--- config.mk ---
export PLATFORM = sky130hd
export DESIGN_NAME = prog_loader
export DESIGN_NICKNAME = d
export VERILOG_FILES = /design/src/rtl/prog_loader.sv
export SDC_FILE = /design/constraint.sdc
export NUM_CORES = 1
export LEC_CHECK = 0
export CAP_MARGIN = 20
export CORE_MARGIN = 3
export CORE_UTILIZATION = 55
export DETAILED_ROUTE_END_ITERATION = 7
export GPL_TIMING_DRIVEN = 0
export PLACE_DENSITY = 0.84
export SLEW_MARGIN = 20
export SYNTH_ARGS = -nofsm -noshare
export SYNTH_HDL_FRONTEND = slang
export SYNTH_SLANG_ARGS = --single-unit
--- constraint.sdc ---
create_clock -name clk -period 3.8 [get_ports clk]
set_clock_uncertainty 0.05 [all_clocks]
set_input_delay 0.76 -clock clk [delete_from_list [all_inputs] [get_ports clk]]
set_output_delay 0.76 -clock clk [all_outputs]
set_load 0.01 [all_outputs]
--- src/rtl/prog_loader.sv ---
// rtl/prog_loader.sv - UART 8N1 program loader writing instruction memory
//
// Purpose:
//   Receives a length-prefixed program image over a serial line and writes it
//   into instruction memory from address 0, holding the CPU in reset until a
//   complete, valid image has been written.
//
// Optional feature (macro PROG_LOADER_CHECKSUM_EN):
//   Defined   : a trailing XOR checksum byte follows the data; mismatch -> error.
//   Undefined : the image is accepted as soon as L data bytes are written.
//
// Ports:
//   clk        system clock, rising edge
//   reset      asynchronous active-low reset
//   rx_in      serial input, idle high, asynchronous to clk
//   start      one-cycle pulse, re-arms the loader from DONE or ERR
//   mem_we     one-cycle instruction memory write strobe
//   mem_addr   write address
//   mem_wdata  write data
//   cpu_hold   high keeps the CPU in reset
//   load_done  image loaded and accepted
//   load_err   framing, length or checksum error

module prog_loader #(
   parameter int CLKS_PER_BIT = 16,
   parameter int ADDR_W       = 8
) (
   input  logic              clk,
   input  logic              reset,
   input  logic              rx_in,
   input  logic              start,
   output logic              mem_we,
   output logic [ADDR_W-1:0] mem_addr,
   output logic [7:0]        mem_wdata,
   output logic              cpu_hold,
   output logic              load_done,
   output logic              load_err
);

   localparam int HALF  = CLKS_PER_BIT / 2;
   localparam int CNT_W = $clog2(CLKS_PER_BIT);
   // Count/length width: must hold the value 256 (L=0) as well as 2^ADDR_W.
   localparam int CW    = (ADDR_W > 8) ? ADDR_W + 1 : 9;

   typedef enum logic [1:0] {RX_IDLE, RX_START, RX_DATA, RX_STOP} rx_state_t;
   typedef enum logic [2:0] {S_LEN, S_DATA, S_CSUM, S_DONE, S_ERR} ld_state_t;

   // ---------------------------------------------------------------- sync
   logic r_rx_s1, r_rx_s2, r_rx_d;
   logic w_fall;

   always_ff @(posedge clk or negedge reset) begin
      if (!reset) begin
         r_rx_s1 <= 1'b1;
         r_rx_s2 <= 1'b1;
         r_rx_d  <= 1'b1;
      end else begin
         r_rx_s1 <= rx_in;
         r_rx_s2 <= r_rx_s1;
         r_rx_d  <= r_rx_s2;
      end
   end

   assign w_fall = r_rx_d & ~r_rx_s2;

   // ------------------------------------------------------------ bit FSM
   rx_state_t        r_rx_state, w_rx_state_nxt;
   logic [CNT_W-1:0] r_baud_cnt;
   logic [2:0]       r_bit_idx;
   logic [7:0]       r_shift;
   logic             r_byte_valid;
   logic             r_frame_err;
   logic             w_tick_half, w_tick_full;

   assign w_tick_half = (r_baud_cnt == CNT_W'(HALF - 1));
   assign w_tick_full = (r_baud_cnt == CNT_W'(CLKS_PER_BIT - 1));

   always_comb begin
      w_rx_state_nxt = r_rx_state;
      case (r_rx_state)
         RX_IDLE:  if (w_fall) w_rx_state_nxt = RX_START;
         // Line high at mid start bit is a glitch: drop it silently.
         RX_START: if (w_tick_half) w_rx_state_nxt = r_rx_s2 ? RX_IDLE : RX_DATA;
         RX_DATA:  if (w_tick_full && r_bit_idx == 3'd7) w_rx_state_nxt = RX_STOP;
         RX_STOP:  if (w_tick_full) w_rx_state_nxt = RX_IDLE;
         default:  w_rx_state_nxt = RX_IDLE;
      endcase
   end

   always_ff @(posedge clk or negedge reset) begin
      if (!reset) begin
         r_rx_state <= RX_IDLE;
      end else begin
         r_rx_state <= w_rx_state_nxt;
      end
   end

   always_ff @(posedge clk or negedge reset) begin
      if (!reset) begin
         r_baud_cnt   <= '0;
         r_bit_idx    <= '0;
         r_shift      <= '0;
         r_byte_valid <= 1'b0;
         r_frame_err  <= 1'b0;
      end else begin
         // Counter restarts on every state change and after each data sample,
         // so the first data sample lands one full bit after mid start bit.
         if (r_rx_state == RX_IDLE || w_rx_state_nxt != r_rx_state ||
             (r_rx_state == RX_DATA && w_tick_full))
            r_baud_cnt <= '0;
         else
            r_baud_cnt <= r_baud_cnt + CNT_W'(1);

         if (r_rx_state == RX_START)
            r_bit_idx <= '0;
         else if (r_rx_state == RX_DATA && w_tick_full)
            r_bit_idx <= r_bit_idx + 3'd1;

         if (r_rx_state == RX_DATA && w_tick_full)
            r_shift <= {r_rx_s2, r_shift[7:1]};

         r_byte_valid <= (r_rx_state == RX_STOP) && w_tick_full &&  r_rx_s2;
         r_frame_err  <= (r_rx_state == RX_STOP) && w_tick_full && !r_rx_s2;
      end
   end

   // ----------------------------------------------------------- byte FSM
   ld_state_t         r_st, w_st_nxt;
   logic [CW-1:0]     r_len, r_cnt;
   logic [CW-1:0]     w_len;
   logic              w_len_bad, w_last;
   logic              r_mem_we;
   logic [ADDR_W-1:0] r_mem_addr;
   logic [7:0]        r_mem_wdata;
   logic              r_cpu_hold, r_load_done, r_load_err;
`ifdef PROG_LOADER_CHECKSUM_EN
   logic [7:0]        r_csum;
`endif

   // L=0 encodes a full 256-byte image.
   assign w_len     = (r_shift == 8'd0) ? CW'(256) : CW'(r_shift);
   assign w_len_bad = (ADDR_W < 8) && (w_len > CW'(2 ** ADDR_W));
   assign w_last    = ((r_cnt + CW'(1)) == r_len);

   always_comb begin
      w_st_nxt = r_st;
      case (r_st)
         S_LEN: begin
            if (r_frame_err)       w_st_nxt = S_ERR;
            else if (r_byte_valid) w_st_nxt = w_len_bad ? S_ERR : S_DATA;
         end
         S_DATA: begin
            if (r_frame_err) w_st_nxt = S_ERR;
`ifdef PROG_LOADER_CHECKSUM_EN
            else if (r_byte_valid && w_last) w_st_nxt = S_CSUM;
`else
            else if (r_byte_valid && w_last) w_st_nxt = S_DONE;
`endif
         end
`ifdef PROG_LOADER_CHECKSUM_EN
         S_CSUM: begin
            if (r_frame_err)       w_st_nxt = S_ERR;
            else if (r_byte_valid) w_st_nxt = (r_shift == r_csum) ? S_DONE : S_ERR;
         end
`endif
         // Start takes priority; received bytes are ignored here.
         S_DONE, S_ERR: if (start) w_st_nxt = S_LEN;
         default: w_st_nxt = S_LEN;
      endcase
   end

   always_ff @(posedge clk or negedge reset) begin
      if (!reset) begin
         r_st <= S_LEN;
      end else begin
         r_st <= w_st_nxt;
      end
   end

   always_ff @(posedge clk or negedge reset) begin
      if (!reset) begin
         r_len       <= '0;
         r_cnt       <= '0;
         r_mem_we    <= 1'b0;
         r_mem_addr  <= '0;
         r_mem_wdata <= '0;
         r_cpu_hold  <= 1'b1;
         r_load_done <= 1'b0;
         r_load_err  <= 1'b0;
`ifdef PROG_LOADER_CHECKSUM_EN
         r_csum      <= '0;
`endif
      end else begin
         r_mem_we    <= 1'b0;
         // Status follows the next state so it changes with the transition.
         r_cpu_hold  <= (w_st_nxt != S_DONE);
         r_load_done <= (w_st_nxt == S_DONE);
         r_load_err  <= (w_st_nxt == S_ERR);

         if (r_st == S_LEN && r_byte_valid) begin
            r_len <= w_len;
            r_cnt <= '0;
`ifdef PROG_LOADER_CHECKSUM_EN
            r_csum <= '0;
`endif
         end

         if (r_st == S_DATA && r_byte_valid) begin
            r_mem_we    <= 1'b1;
            r_mem_addr  <= r_cnt[ADDR_W-1:0];
            r_mem_wdata <= r_shift;
            r_cnt       <= r_cnt + CW'(1);
`ifdef PROG_LOADER_CHECKSUM_EN
            r_csum      <= r_csum ^ r_shift;
`endif
         end

         if ((r_st == S_DONE || r_st == S_ERR) && start)
            r_mem_addr <= '0;
      end
   end

   assign mem_we    = r_mem_we;
   assign mem_addr  = r_mem_addr;
   assign mem_wdata = r_mem_wdata;
   assign cpu_hold  = r_cpu_hold;
   assign load_done = r_load_done;
   assign load_err  = r_load_err;

endmodule

Word-level counts from Yosys, hierarchy flattened
Index checks and enable logic that the tools add are counted.
{ "word_totals": {"mem_bits_ro": 0, "output_inout_bits": 20, "ramBits": 0, "regBits": 63, "word_cells": 78, "memories": 0, "input_bits": 4, "latch_bits": 0} }
{ "classes": {"div": 0, "n_bitwise": 2, "reduce_logical": 20, "muxes": 21, "n_addsub": 3, "multipliers": 0, "n_eq_ne": 14, "n_lt_le_gt_ge": 0, "shift": 0} }
{ "op_table": {"columns": ["cell", "n"], "rows": [
  ["two-way mux 9 bit", 3],
  ["two-way mux 3 bit", 7],
  ["two-way mux 8 bit", 2],
  ["two-way mux 2 bit", 5],
  ["adder 9 x 1 -> 9 bit (second input constant)", 1],
  ["== test 3 bit (second input constant)", 3],
  ["== test 9 bit", 1],
  ["logical AND 1 bit", 9],
  ["one-hot mux 3 bit (3 select lines)", 1],
  ["logical NOT 8 bit", 1],
  ["one-hot mux 2 bit (4 select lines)", 1],
  ["== test 3 x 2 -> 1 bit (second input constant)", 2],
  ["nonzero test 2 bit", 3],
  ["adder 4 x 1 -> 4 bit (second input constant)", 1],
  ["== test 2 bit (second input constant)", 2],
  ["== test 4 x 3 -> 1 bit (second input constant)", 1],
  ["== test 4 bit (second input constant)", 1],
  ["two-way mux 4 bit", 1],
  ["adder 3 x 1 -> 3 bit (second input constant)", 1],
  ["== test 3 x 1 -> 1 bit (second input constant)", 1],
  ["logical NOT 3 bit", 1],
  ["logical OR 1 bit", 3],
  ["inequality test 3 x 2 -> 1 bit (second input constant)", 1],
  ["== test 2 x 1 -> 1 bit (second input constant)", 1],
  ["7 further kinds", 7]
]} }

Logic depth before layout (Yosys ltp)
Gate-level depths: netlist of the first run.
{ "logic_depth": {"ltp_word": 8, "ltp_mapped": 7, "ltp_nobuf": 6} }

Worst setup path after synthesis of the first run
OpenSTA, ideal clock, no wires.
{ "synth_path": {"kind": "register to register", "start": "register r_cnt[1]", "end": "register r_cpu_hold, in the netlist cpu_hold", "path_stages_with_launch": 7, "path_slack_ns": 2.101, "setup_time_ns": 0.077, "arrival_time_ns": 1.571, "period_less_slack_ns": 1.699, "n_path_buf": 0, "required_time_ns": 3.673, "cell_sequence": "dfrtp_1 ha_1 xnor2_1 nand4_1 a2111oi_2 nand4_1 o21a_1"} }
{ "synth_via": {"elab_chain_len": 7} }
{ "synth_lines": {"columns": ["item", "line_no", "rtl"], "rows": [
  ["from (decl)", "129", "logic [CW-1:0] r_len, r_cnt;"],
  ["from (signal assigned)", "212", "r_cnt <= r_cnt + CW'(1);"],
  ["adder 9 x 1 -> 9 bit", "143", "assign w_last = ((r_cnt + CW'(1)) == r_len);"],
  ["== test 9 bit", "143", null],
  ["logical AND 1 bit", "157", "else if (r_byte_valid && w_last) w_st_nxt = S_DONE;"],
  ["two-way mux 3 bit", "157", null],
  ["two-way mux 3 bit", "153", "if (r_frame_err) w_st_nxt = S_ERR;"],
  ["one-hot mux 3 bit (3 select lines)", "147", "case (r_st)"],
  ["inequality test 3 x 2 -> 1 bit", "196", "r_cpu_hold <= (w_st_nxt != S_DONE);"],
  ["to (signal assigned)", "196", null],
  ["to (decl)", "135", "logic r_cpu_hold, r_load_done, r_load_err;"]
]} }
Every way passes these cells.
A chain may end at the register's enable or synchronous reset.

Worst setup path after layout of the first run
{ "layout_path": {"start": "register r_cpu_hold, in the netlist cpu_hold", "end": "output port cpu_hold"} }
{ "layout_rtl": {"columns": ["item", "line_no", "rtl"], "rows": [
  ["to (decl)", "35", "output logic cpu_hold,"]
]} }
No word-level cell between the ends.

==> impl_metrics.json, run 1 <==
{
  "status": "completed",
  "grt.total_usage_pct": 19.7,
  "p_int_uw": 1020,
  "hpwlAfterDp_mm": 3.63,
  "grt_overflow": 0,
  "p_sw_share_pct": 26.4,
  "root_buffer": "clkbuf_8",
  "grt_pass1_vias": 2041,
  "totalPowerFinal_uw": 1390,
  "ys_warn_count": 0,
  "wl_mm": 5.35,
  "start_util_pct": 59.1,
  "grt_pass1_wl_mm": 9.30,
  "cts_tree": "done",
  "port_buffers": 23,
  "ir_drop_uv": 269,
  "fin_hold_ws_ns": 0.260,
  "num_rows": 25,
  "syn_to_final_growth_pct": 17.2,
  "crit_path_start_kind": "flop",
  "h-tree-depth": 3,
  "finalCritPeriodShare_pct": 57.6,
  "crit_path_max_incr_delay_ns": 0.52,
  "period_needed_ns": 2.19,
  "synthCells": 283,
  "crit_arrival_ns": 1.38,
  "die_y_um": 78.4,
  "drtAntennaViolNets": 0,
  "hold_viol": 0,
  "hp-class": "input port to asynchronous set/reset pin",
  "post_cts.repair.setup_buffers": 0,
  "vias": 2118,
  "nets": 326,
  "core_area_um2": 4880,
  "power_density_nw_per_um2": 412,
  "synth_seq_area_share_pct": 54.9,
  "synth.avg_cell_area_um2": 10.2,
  "cts.repair.resized": 0,
  "p_switching_uw": 366,
  "required_ns": 2.99,
  "clock-sinks": 63,
  "endpoint_kind": "output pin",
  "timing.slew.headroom_pct": 66.6,
  "drive_gt1_share_pct": 16.5,
  "ys_seq_elements": 63,
  "combPwrFrac_pct": 12.2,
  "die_x_um": 78.4,
  "path_max_fanout": 1,
  "clk_latency_ns": 0.35,
  "post-route-util_pct": 69.2,
  "maxCapViolCount": 0,
  "grt_max_degree": 40,
  "syn_area_um2": 2880,
  "die-area_um2": 6150,
  "post_drt_wl_per_cell_um": 13.8,
  "worst_pin_slew_ns": 0.501,
  "leakage_uw": 0.00161,
  "final_cell_mix": "59 x nand2_1, 59 x dfrtp_1, 22 x clkdlybuf4s50_1",
  "rsz0062_at_grt": "false",
  "drc": 0,
  "cts_buffers": 9,
  "path_class": "flop to output pin",
  "clock_power_share_pct": 35.2,
  "finalSetupViolations": 0,
  "crit_buf_inv": 1,
  "synth_edf_count": 0,
  "path_delay_family": "buffers and inverters",
  "clkTransAtPathRegs_ns": 0.07,
  "first_pass_iters": 4,
  "cts_hold_buf": 0,
  "synth_ff_type": "dfrtp_1",
  "seqPwrFrac_pct": 52.6,
  "gp_congestion": 0.864,
  "drt_iter0_markers": 229,
  "synth_nets": 291,
  "crit_slowest_cell": "clkdlybuf4s50_1",
  "r2r_start": "r_cnt[1]",
  "antenna_found_initial": 0,
  "ios": 24,
  "crit_chain": "clkdlybuf4s50_1",
  "antenna_cells": 0,
  "async_reset_ff_share_pct": 100,
  "cp-startpoint": "cpu_hold",
  "clock_path_buffers": 2,
  "drv_slew": 0,
  "nFillCells": 379,
  "max_freq_ghz": 0.457,
  "via_per_inst": 5.44,
  "synth.distinct_cells": 43
}
-- final cells by class --
class	instances	area [um^2]	share of cell area [%]
inverters	4	15.0	0.444
flip-flops and latches	63	1580	46.8
repair buffers	24	248	7.33
multi-input cells	201	1210	35.7
clock buffers	11	141	4.19
plain buffers	15	80.1	2.37
clock inverters	4	22.5	0.667
well taps	67	83.8	2.48
-- sequential cells by signal, indices dropped and copies added (netlist names) --
signal / flops
mem_addr: 8
r_rx_s2: 1
r_cnt: 9
cpu_hold: 1
r_rx_s1: 1
r_bit_idx: 3
r_rx_state: 2
r_frame_err: 1
r_rx_d: 1
load_err: 1
mem_we: 1
r_len: 9
mem_wdata: 8
r_shift: 8
r_byte_valid: 1
load_done: 1
r_st: 3
r_baud_cnt: 4
-- cells in the mapped netlist (3+ instances only) --
cell type  count  area, um^2
ha_1           4        50.1
xor2_1         6        52.6
nand4_1        3        18.8
nand3_1       14        70.1
dfrtp_1       59        1480
mux2i_1        5        50.1
dfstp_2        4         105
xnor2_1        5        43.8
inv_1          3        11.3
nor2_1        21        78.8
nand2_1       59         221
mux2_2        15         169
clkbuf_1       3        11.3
nor3_1         3        15.0
o21ai_0       18        90.1
a21oi_1       15        75.1
buf_2         10        50.1
nor2b_1        4        25.0
-- worst paths after layout --
path	end	slack (ns)	cells past startpoint
min in group clk	r_rx_s2	0.31	0
min reg2reg	r_rx_s2	0.31	0
max	cpu_hold	1.61	1
max reg2reg	cpu_hold	1.85	6
min	mem_addr[7]	0.26	1
max in group asynchronous	r_baud_cnt[1]	2.93	2
-- power groups by stage --
stage	Clock, uW	Sequential [uW]	Combinational, uW
6_report	489	731	170
5_1_grt	532	735	195
4_1_cts	505	731	171
3_5_place_dp	0	743	168
3_3_place_gp	0	741	161
2_1_floorplan	0	741	112
-- layer usage --
layer  GRT usage (%)  vias to the layer above  routed length (um)
li1                -                     1041                   -
met1            25.7                     1015                2440
met2            29.6                       53                2560
met3            4.82                        9                 264
met4            12.1                        0                  81
met5               0                        -                   0
-- stage by stage --
step | TNS, ns | cells | area [um^2] | worst slack [ns]
global route | 0 | 389 | 3380 | 1.58
global placement | -0.374 | 373 | 3200 | -0.00936
CTS | 0 | 389 | 3380 | 1.59
finish | 0 | 389 | 3380 | 1.61
floorplan | 0 | 283 | 2880 | 2.10
detailed placement | 0 | 374 | 3210 | 1.87
-- cell families (layout without fill, tap and decap cells) --
kind of cell	count (synthesis)	after routing	synth area share [%]
xor gates and xnor gates	11	11	3.34
adders and majority gates	4	4	1.74
muxes	20	20	7.60
DFF	63	63	54.9
and+or+nand+nor	120	120	19.7
buffers and inverters	19	58	3.30
AOI/OAI and AO/OA	46	46	9.51
No activity file was read; power rests on OpenSTA's default activity.
==> inputs of run 2 (changes only) <==
--- a/config.mk
+++ b/config.mk
@@ -7,7 +7,7 @@
 export LEC_CHECK = 0
 export CAP_MARGIN = 20
 export CORE_MARGIN = 3
-export CORE_UTILIZATION = 55
+export CORE_UTILIZATION = 52
 export DETAILED_ROUTE_END_ITERATION = 7
 export GPL_TIMING_DRIVEN = 0
 export PLACE_DENSITY = 0.84
==> constraint.sdc (replaced) <==
create_clock -name clk -period 2 [get_ports clk]
set_clock_uncertainty 0.05 [all_clocks]
set_input_delay 0.4 -clock clk [delete_from_list [all_inputs] [get_ports clk]]
set_output_delay 0.4 -clock clk [all_outputs]
set_load 0.01 [all_outputs]
==> impl_metrics.json, run 2 (same netlist as run 1, synthesis figures left out) <==
{
  "finalCritPeriodShare_pct": 93.5,
  "whs_path_depth": 0,
  "h-tree-depth": 3,
  "clkTransAtPathRegs_ns": 0.07,
  "grt_pass1_wl_mm": 9.71,
  "clk_latency_ns": 0.35,
  "crit_arrival_ns": 2.09,
  "leakage_uw": 0.00161,
  "endpoint_kind": "flop",
  "required_ns": 2.22,
  "drive_gt1_share_pct": 18.5,
  "num_rows": 26,
  "r2r_start": "r_cnt[1]",
  "hold_viol": 0,
  "cts_tree": "done",
  "vias": 2139,
  "syn_to_final_growth_pct": 18.9,
  "post-route-util_pct": 65.5,
  "final_common_cell": "nand2_1",
  "rsz0062_at_grt": "false",
  "maxCapViolCount": 0,
  "power_density_nw_per_um2": 782,
  "wl_mm": 5.63,
  "min_from": "r_rx_s1",
  "grt_overflow": 0,
  "gp_congestion": 0.866,
  "die-area_um2": 6470,
  "path_max_fanout": 7,
  "r2r-end": "cpu_hold",
  "antenna_cells": 0,
  "drc": 0,
  "die_x_um": 80.5,
  "start_util_pct": 55.0,
  "cts_buffers": 9,
  "via_per_inst": 5.42,
  "hpwlAfterDp_mm": 3.90,
  "clock_path_buffers": 2,
  "clock-sinks": 63,
  "r2r_setup_slack_ns": 0.13,
  "max_freq_ghz": 0.535,
  "totalPowerFinal_uw": 2680,
  "finalSetupViolations": 0,
  "antenna_found_initial": 0,
  "grt.total_usage_pct": 20.0,
  "grt_pass1_vias": 2190,
  "core_area_um2": 5240,
  "port_buffers": 23,
  "die_y_um": 80.5,
  "final_cell_mix": "59 x nand2_1, 58 x dfrtp_1, 22 x clkdlybuf4s50_1",
  "top_regs": "r_cnt x9, r_len x9",
  "nets": 328,
  "drtAntennaViolNets": 0,
  "hold_path_end": "r_rx_s2",
  "first_pass_iters": 4,
  "ir_drop_uv": 647,
  "hp-class": "flop to flop",
  "worst_pin_slew_ns": 0.407,
  "path_class": "flop to flop",
  "reg2reg_depth": 6,
  "drt_iter0_markers": 133,
  "drv_slew": 0,
  "grt_max_degree": 50,
  "root_buffer": "clkbuf_8",
  "ios": 24,
  "post_drt_wl_per_cell_um": 14.3,
  "timing.slew.headroom_pct": 72.9,
  "period_needed_ns": 1.87,
  "status": "completed",
  "crit_path_start_kind": "flop"
}
## run 2: per-stage QoR
stage               TNS, ns  cells  instance area, um^2  setup slack [ns]  hold slack, ns
CTS                       0    394                 3410           0.00905           0.309
finish                    0    395                 3430             0.131           0.308
global placement     -88.36    376                 3200             -1.45           0.296
global route              0    395                 3430            0.0224           0.310
floorplan                 0    283                 2880             0.301          0.0544
detailed placement        0    377                 3230            0.0299           0.225
## run 2: final cells by class
type                       instances  area [um^2]
buffer                            15         80.1
clock buffer                       9          124
tap                               70         87.6
fill                             406         1810
timing repair buffer              26          273
sequential                        63         1580
clock inverter                     7         50.0
inverter                           4         15.0
multi-input combinational        201         1220
## run 2: worst max-delay path, cell delays in order, from the launching register on
cell       delay [ns]
dfrtp_2          0.45
ha_2             0.24
nand3_2          0.14
nor3_1           0.08
a2111oi_2        0.36
nand4_1          0.24
o21a_1           0.24
## run 2: worst max-delay path by stage
stage	cells past startpoint	end	slack [ns]	from
2_1_floorplan	6	cpu_hold	0.30	r_cnt[1]
3_3_place_gp	1	r_baud_cnt[0]	-1.45	reset
3_5_place_dp	6	load_done	0.03	r_cnt[1]
4_1_cts	6	r_st[1]	0.009	r_cnt[1]
5_1_grt	6	cpu_hold	0.02	r_cnt[1]
6_report	6	cpu_hold	0.13	r_cnt[1]
## run 2: power breakdown
group          internal [uW]  leakage, uW  switching (uW)
combinational            136     0.000697             196
sequential              1340     0.000837            45.3
clock                    447    0.0000812             512
## run 2: routing by layer
| layer | up-vias | GRT usage [%] | wire length (um) | share of wire (%) |
|---|---|---|---|---|
| met4 | 0 | 9.29 | 131 | 2.3 |
| met5 | - | 0 | 0 | 0 |
| li1 | 1051 | - | - | - |
| met3 | 13 | 5.38 | 206 | 3.7 |
| met1 | 1027 | 24.8 | 2540 | 45 |
| met2 | 48 | 32.4 | 2760 | 49 |
## run 2: what timing repair did
action                     4_1_cts  5_1_grt
hold buffers                     1        0
setup endpoints to repair        0        7
hold endpoints to repair        13        0
setup buffers                    0        1
gates resized for setup          0        6
